## src/rtl/data_store_buffer_pkg.sv

```systemverilog
// Shared types for the data-side store buffer: FSM encoding, access sizes and
// the layout of one buffered store.
package data_store_buffer_pkg;

    typedef enum logic [4:0] {
        ST_IDLE    = 5'b00001,
        ST_RD_ADDR = 5'b00010,
        ST_RD_RESP = 5'b00100,
        ST_WR_ADDR = 5'b01000,
        ST_WR_RESP = 5'b10000
    } sb_state_e;

    typedef enum logic [1:0] {
        SIZE_BYTE = 2'd0,
        SIZE_HALF = 2'd1,
        SIZE_WORD = 2'd2,
        SIZE_RSVD = 2'd3
    } sb_size_e;

    localparam int ENTRY_W = 32 + 2 + 4 + 32;

    typedef struct packed {
        logic [31:0] addr;
        logic [1:0]  size;
        logic [3:0]  wstrb;
        logic [31:0] wdata;
    } sb_entry_t;

    // Word-granular match; size and strobes are deliberately ignored.
    function automatic logic same_word(input logic [31:0] a, input logic [31:0] b);
        return (a[31:2] == b[31:2]);
    endfunction

endpackage

```

## src/rtl/data_store_buffer_sb_fifo.sv

```systemverilog
// Circular store FIFO with a parallel word-address compare across all valid
// entries, so loads can detect conflicts with any buffered or draining store.
module data_store_buffer_sb_fifo
    import data_store_buffer_pkg::*;
#(
    parameter  int DEPTH = 4,
    localparam int PTR_W = $clog2(DEPTH)
) (
    input  logic             aclk,
    input  logic             reset,
    input  logic             push_i,
    input  sb_entry_t        push_entry_i,
    input  logic             pop_i,
    output sb_entry_t        head_o,
    output logic [PTR_W:0]   count_o,
    output logic             full_o,
    output logic             empty_o,
    input  logic [31:0]      cmp_addr_i,
    output logic             hit_o
);

    logic [ENTRY_W-1:0] mem_q [DEPTH];
    sb_entry_t          ent_s [DEPTH];
    logic [DEPTH-1:0]   valid_q, valid_d;
    logic [PTR_W-1:0]   head_q, head_d;
    logic [PTR_W-1:0]   tail_q, tail_d;
    logic [PTR_W:0]     count_q, count_d;
    logic               do_push_s, do_pop_s;
    logic               hit_s;

    assign full_o    = (count_q == (PTR_W+1)'(DEPTH));
    assign empty_o   = (count_q == '0);
    assign do_push_s = push_i & ~full_o;
    assign do_pop_s  = pop_i & ~empty_o;
    assign count_o   = count_q;
    assign head_o    = ent_s[head_q];
    assign hit_o     = hit_s;

    // Pointer, occupancy and valid-bit next state.
    always_comb begin
        head_d  = do_pop_s  ? head_q + PTR_W'(1) : head_q;
        tail_d  = do_push_s ? tail_q + PTR_W'(1) : tail_q;
        valid_d = valid_q;
        valid_d[head_q] = do_pop_s  ? 1'b0 : valid_q[head_q];
        valid_d[tail_q] = do_push_s ? 1'b1 : valid_d[tail_q];
        case ({do_push_s, do_pop_s})
            2'b10:   count_d = count_q + (PTR_W+1)'(1);
            2'b01:   count_d = count_q - (PTR_W+1)'(1);
            default: count_d = count_q;
        endcase
    end

    // Unpack storage and compare every valid entry against the load word.
    always_comb begin
        hit_s = 1'b0;
        for (int i = 0; i < DEPTH; i++) begin
            ent_s[i] = sb_entry_t'(mem_q[i]);
            hit_s    = hit_s | (valid_q[i] & same_word(ent_s[i].addr, cmp_addr_i));
        end
    end

    // FIFO state registers; payload written at the tail on push.
    always_ff @(posedge aclk) begin
        if (reset) begin
            head_q  <= '0;
            tail_q  <= '0;
            count_q <= '0;
            valid_q <= '0;
            for (int i = 0; i < DEPTH; i++) begin
                mem_q[i] <= '0;
            end
        end else begin
            head_q  <= head_d;
            tail_q  <= tail_d;
            count_q <= count_d;
            valid_q <= valid_d;
            if (do_push_s) begin
                mem_q[tail_q] <= push_entry_i;
            end
        end
    end

endmodule

```

## src/rtl/data_store_buffer.sv

```systemverilog
// Store buffer between the MEM-stage data port and the AXI converter: stores
// retire into a FIFO and drain in the background, loads bypass unless they hit.
module data_store_buffer
    import data_store_buffer_pkg::*;
#(
    parameter  int DEPTH = 4,
    localparam int PTR_W = $clog2(DEPTH)
) (
    input  logic        aclk,
    input  logic        reset,
    input  logic        cpu_req,
    input  logic        cpu_wr,
    input  logic [1:0]  cpu_size,
    input  logic [31:0] cpu_addr,
    input  logic [3:0]  cpu_wstrb,
    input  logic [31:0] cpu_wdata,
    output logic        cpu_addr_ok,
    output logic        cpu_data_ok,
    output logic [31:0] cpu_rdata,
    output logic        mem_req,
    output logic        mem_wr,
    output logic [1:0]  mem_size,
    output logic [31:0] mem_addr,
    output logic [3:0]  mem_wstrb,
    output logic [31:0] mem_wdata,
    input  logic        mem_addr_ok,
    input  logic        mem_data_ok,
    input  logic [31:0] mem_rdata,
    output logic        sb_empty
);

    sb_state_e      state_q, state_d;
    logic           st_ack_q, st_ack_d;
    sb_entry_t      push_entry_s;
    sb_entry_t      head_s;
    logic [PTR_W:0] count_s;
    logic           full_s, empty_s, hit_s;
    logic           in_rd_s, in_wr_s;
    logic           store_acc_s, load_go_s, drain_go_s, pop_s;

    assign push_entry_s = '{addr: cpu_addr, size: cpu_size, wstrb: cpu_wstrb, wdata: cpu_wdata};

    data_store_buffer_sb_fifo #(
        .DEPTH (DEPTH)
    ) u_fifo (
        .aclk         (aclk),
        .reset        (reset),
        .push_i       (store_acc_s),
        .push_entry_i (push_entry_s),
        .pop_i        (pop_s),
        .head_o       (head_s),
        .count_o      (count_s),
        .full_o       (full_s),
        .empty_o      (empty_s),
        .cmp_addr_i   (cpu_addr),
        .hit_o        (hit_s)
    );

    assign in_rd_s = (state_q == ST_RD_ADDR) | (state_q == ST_RD_RESP);
    assign in_wr_s = (state_q == ST_WR_ADDR) | (state_q == ST_WR_RESP);

    // A pending store ack blocks loads so the two data_ok pulses never collide.
    assign store_acc_s = cpu_req & cpu_wr & ~full_s & ~in_rd_s;
    assign load_go_s   = (state_q == ST_IDLE) & cpu_req & ~cpu_wr & ~hit_s & ~st_ack_q;
    assign drain_go_s  = (state_q == ST_IDLE) & ~empty_s & ~load_go_s;
    assign pop_s       = (state_q == ST_WR_RESP) & mem_data_ok;

    assign cpu_addr_ok = store_acc_s | (load_go_s & mem_addr_ok);
    assign cpu_data_ok = st_ack_q | ((state_q == ST_RD_RESP) & mem_data_ok);
    assign cpu_rdata   = mem_rdata;
    assign sb_empty    = (count_s == '0) & ~in_wr_s;

    assign mem_size  = load_go_s ? cpu_size  : head_s.size;
    assign mem_addr  = load_go_s ? cpu_addr  : head_s.addr;
    assign mem_wstrb = load_go_s ? cpu_wstrb : head_s.wstrb;
    assign mem_wdata = load_go_s ? cpu_wdata : head_s.wdata;

    // Next state and downstream request; the head pops only on write completion.
    always_comb begin
        state_d  = state_q;
        mem_req  = 1'b0;
        mem_wr   = 1'b0;
        st_ack_d = store_acc_s;
        case (state_q)
            ST_IDLE: begin
                if (load_go_s) begin
                    mem_req = 1'b1;
                    state_d = mem_addr_ok ? ST_RD_RESP : ST_IDLE;
                end else if (drain_go_s) begin
                    mem_req = 1'b1;
                    mem_wr  = 1'b1;
                    state_d = mem_addr_ok ? ST_WR_RESP : ST_WR_ADDR;
                end else begin
                    state_d = ST_IDLE;
                end
            end
            ST_WR_ADDR: begin
                mem_req = 1'b1;
                mem_wr  = 1'b1;
                state_d = mem_addr_ok ? ST_WR_RESP : ST_WR_ADDR;
            end
            ST_WR_RESP: state_d = mem_data_ok ? ST_IDLE : ST_WR_RESP;
            ST_RD_RESP: state_d = mem_data_ok ? ST_IDLE : ST_RD_RESP;
            // RD_ADDR is never entered; it and any corrupt encoding fall back to IDLE.
            default:    state_d = ST_IDLE;
        endcase
    end

    // FSM state and store-acknowledge flag.
    always_ff @(posedge aclk) begin
        if (reset) begin
            state_q  <= ST_IDLE;
            st_ack_q <= 1'b0;
        end else begin
            state_q  <= state_d;
            st_ack_q <= st_ack_d;
        end
    end

endmodule

```

## config.mk

```make
export PLATFORM = sky130hd
export DESIGN_NAME = data_store_buffer
export DESIGN_NICKNAME = d
export VERILOG_FILES = /design/src/rtl/data_store_buffer_pkg.sv /design/src/rtl/data_store_buffer_sb_fifo.sv /design/src/rtl/data_store_buffer.sv
export SDC_FILE = /design/constraint.sdc
export NUM_CORES = 1
export LEC_CHECK = 0
export CAP_MARGIN = 10
export CORE_AREA = 5 5 216 134
export CTS_BUF_LIST = sky130_fd_sc_hd__clkbuf_16
export CTS_CLUSTER_SIZE = 20
export DETAILED_ROUTE_END_ITERATION = 8
export DIE_AREA = 0 0 221 139
export PLACE_DENSITY = 0.85
export SYNTH_ARGS = -nofsm -noshare
export SYNTH_HDL_FRONTEND = slang
export SYNTH_HIERARCHICAL = 1
export SYNTH_SLANG_ARGS = --single-unit
```

## constraint.sdc

```tcl
create_clock -name aclk -period 16.2 [get_ports aclk]
set_clock_uncertainty 0.15 [all_clocks]
set_input_delay 3.24 -clock aclk [delete_from_list [all_inputs] [get_ports aclk]]
set_output_delay 3.24 -clock aclk [all_outputs]
set_load 0.01 [all_outputs]
```

==> out/results.tsv <==
stage	metric	value	unit
run_status	status	finished, final reports clean	
clock_tree	post-CTS sizing	0	
layout	multi-input logic area	0.00641	mm2
floorplan	die area	0.0307	mm2
clock_tree	worst-skew pair later-pin latency	0.54	ns
layout	FF+latch area	0.00874	mm2
setup_path	crit path launch type	primary input	
yosys	Post-Syn Area per Cell	14.3	um2
grt	global-route wire length before repair	57000	um
setup_path	worst-path maximum fanout	71	
placed_design	HPWL after DPL	23100	um
placed_design	Final Wtd Congestion	0.917	
sta	endpoints failing hold	0	
route	DRT Pass-1 Iters	5	
yosys	largest family of logic cells by synthesized area	simple AND/OR/NAND/NOR gates	
yosys	mux cell area share after synthesis	0.154	
setup_path	critical path arrival	7.38	ns
sta	setup_tns	0	ns
layout	Final #Nets	1299	
sta	Tcrit/Tclk final	0.665	
floorplan	initial core utilization	0.584	
route	met2 routed WL	16500	um
layout	Layout area overhead	15.2	%
power	cell area power density	98.0	mW/mm2
floorplan	I/O pin cnt	215	
route	drt total wl	36900	um
placed_design	Placed Cells incl. Taps	1518	
floorplan	area of the core	0.0269	mm2
yosys	post-synth cell types	53	
clock_tree	H-tree depth	1	
yosys	sequential share of the synthesized area	0.555	
yosys	net count after synthesis	1215	
grt	initial antenna violation count	0	
grt	vias in the first global route	9529	
hold_path	worst hold path type	reg2reg	
clock_tree	clock buffer count from CTS	28	
yosys	Cell Area, Synth	0.0157	mm2
route	initial drt markers	910	
power	VDD IR-drop max	0.0000833	V
sta	# setup viols final	0	
yosys	Synth Area in Compound Gates	0.0155	
sta	Max Clock Freq	0.0928	GHz
floorplan	chip height	139	um
route	wire length per cell	23.6	um
job	total of max-cap violations	0	
route	DRC violations left	0	
placed_design	PortBufs	150	
floorplan	Cell Rows	47	
yosys	FF+latch count, synth	296	
layout	antenna cells	0	
yosys	Synth Instances	1097	
grt	total gr overflow	0	
clock_tree	CTS Hold Bufs	0	
yosys	adder and majority gate portion of the synthesized area	0.00843	
sta	Hold WS	0.433	ns
setup_path	Setup crit end kind	output port	
setup_path	WP data required	12.81	ns
clock_tree	clk sinks	296	
sta	max-slew violation count	0	
route	Max Used Layer	met4	
sta	worst slew pin tran	1.12	ns
layout	Fill cells	1899	
clock_tree	Clock Pin Slew Worst Setup and Hold Paths	0.06	ns
grt	largest net degree at the start of global routing	72	
layout	layout cells sized above 1	0.251	
setup_path	WS Path Type	in2out	
grt	GRT Total Usage	0.236	
layout	Util after Layout	0.673	
clock_tree	post-CTS setup buffer count	0	
clock_tree	CTS tree	built	
clock_tree	clock root buffer	clkbuf_16	
layout	Finished Layout Cells	1568	
sta	RSZ-0062 raised after global routing	false	
clock_tree	clock buffer depth	3	
yosys	Post-Synth Simple-Gate Area	0.157	
floorplan	Die Width	221	um
power	leakage	6.44	nW
sta	Final min period	10.77	ns
route	routed via count	9359	
route	met3 WL	4150	um
route	Metal-1 WL	15900	um
yosys	Post-Synth XOR/XNOR Area	0.0701	
yosys	Ys Warns	6	
route	Routed Antenna Nets	0	
sta	relative slew slack	0.248	
route	Vias/cell	5.97	
## per-layer routing
layer,GRT usage,vias to the layer above
li1,-,4146
met1,0.351,4717
met2,0.356,448
met3,0.0732,48
met4,0.0313,0
met5,0,-
## worst max-delay path: stages
cell and delay, ns:
clkdlybuf4s50_1 0.67, xor2_1 0.50, nor4_1 0.15, nand4_1 0.13
nand4_1 0.17, nor4b_2 0.70, nand2_4 0.73, mux2_2 0.55
clkdlybuf4s50_1 0.51
## per-stage QoR
| stage | power, W | area [um2] | setup WS [ns] |
|---|---|---|---|
| 3_5_place_dp | 0.00115 | 17200 | 5.50 |
| 5_1_grt | 0.00184 | 18100 | 5.26 |
| 2_1_floorplan | 0.00104 | 15700 | 7.67 |
| 3_3_place_gp | 0.00114 | 17200 | 5.63 |
| 4_1_cts | 0.00179 | 18100 | 5.47 |
| 6_report | 0.00178 | 18100 | 5.43 |
## where the power goes
part / internal [W] / switching, W
Sequential: 0.000876 / 0.0000204
Combinational: 0.000119 / 0.000119
Clock: 0.000370 / 0.000272
Total: 0.00136 / 0.000411
## state kept, by name (all words and copies together) (netlist names)
| signal | cells |
|---|---|
| st_ack_q | 1 |
| state_q | 4 |
| u_fifo/count_o | 3 |
| u_fifo/head_q | 2 |
| u_fifo/mem_q | 280 |
| u_fifo/tail_q | 2 |
| u_fifo/valid_q | 4 |
## layout make-up
class	count	area share
sequential	296	0.482
multi-input combinational	682	0.354
timing repair buffer	161	0.0874
clock buffer	29	0.0400
tap	367	0.0253
clock inverter	21	0.00945
inverter	12	0.00248
## cells by family (layout without fill, tap and decap cells)
family	Yosys count	count (layout)
multiplexers	144	144
buffers and inverters	119	223
XOR/XNOR	126	126
adder cells (fa/ha/maj)	10	10
flip-flops	296	296
AND/OR/NAND/NOR	370	370
AO/OA/AOI/OAI	32	32
## final timing paths
kind	startpoint	end	slack, ns	depth (start not counted)
worst max register to register	state_q[4]	u_fifo/mem_q[3][40]	12.39	5
worst min register to register	u_fifo/count_o[2]	u_fifo/count_o[2]	0.43	2
worst max-delay path	cpu_addr[2]	mem_addr[25]	5.43	9
worst min-delay path	u_fifo/count_o[2]	u_fifo/count_o[2]	0.43	2
## synth_stat cells (all sizes together)
| master | count | area share |
|---|---|---|
| and2 | 281 | 0.12 |
| edfxtp | 280 | 0.53 |
| xnor2 | 78 | 0.043 |
| mux4 | 72 | 0.10 |
| mux2 | 70 | 0.050 |
| clkbuf | 56 | 0.015 |
| buf | 51 | 0.022 |
| xor2 | 48 | 0.027 |
| nand4 | 25 | 0.0099 |
| nor4 | 17 | 0.0068 |
| dfxtp | 16 | 0.020 |
| inv | 12 | 0.0029 |
| nor2 | 12 | 0.0029 |
| a211oi | 10 | 0.0048 |
| ha | 9 | 0.0072 |
| nor3 | 7 | 0.0044 |
| a21oi | 5 | 0.0016 |
| nor2b | 5 | 0.0020 |
| nor4b | 5 | 0.0032 |
| or2 | 5 | 0.0021 |
| o21ai | 4 | 0.0013 |
| nand2 | 3 | 0.00072 |
| nor3b | 3 | 0.0017 |
| a2111oi | 2 | 0.0015 |
| mux2i | 2 | 0.0013 |
| o21bai | 2 | 0.00095 |
| o31ai | 2 | 0.0013 |
| or4b | 2 | 0.0015 |
| a21o | 1 | 0.00048 |
| a221o | 1 | 0.00064 |
| a221oi | 1 | 0.00095 |
| a32oi | 1 | 0.00056 |
| and3b | 1 | 0.00056 |
| and4 | 1 | 0.00056 |
| fa | 1 | 0.0013 |
| nand2b | 1 | 0.00040 |
| o211ai | 1 | 0.00048 |
| o21a | 1 | 0.00048 |
| o31a | 1 | 0.00056 |
| or3 | 1 | 0.00040 |
| or4 | 1 | 0.00072 |
## layout by cell type, fill, tap and decap left out, types with 14 or more instances in the layout
| cell type | Yosys | final |
|---|---|---|
| nor4_1 | 17 | 17 |
| mux2_2 | 70 | 70 |
| and2_1 | 191 | 191 |
| xnor2_1 | 78 | 78 |
| xor2_1 | 48 | 48 |
| clkbuf_16 | 0 | 29 |
| inv_1 | 12 | 17 |
| mux4_2 | 72 | 72 |
| clkdlybuf4s50_1 | 0 | 150 |
| edfxtp_1 | 280 | 280 |
| and2_2 | 90 | 90 |
| nand4_1 | 25 | 25 |
| dfxtp_1 | 16 | 14 |
(Power assumes the default switching activity.)
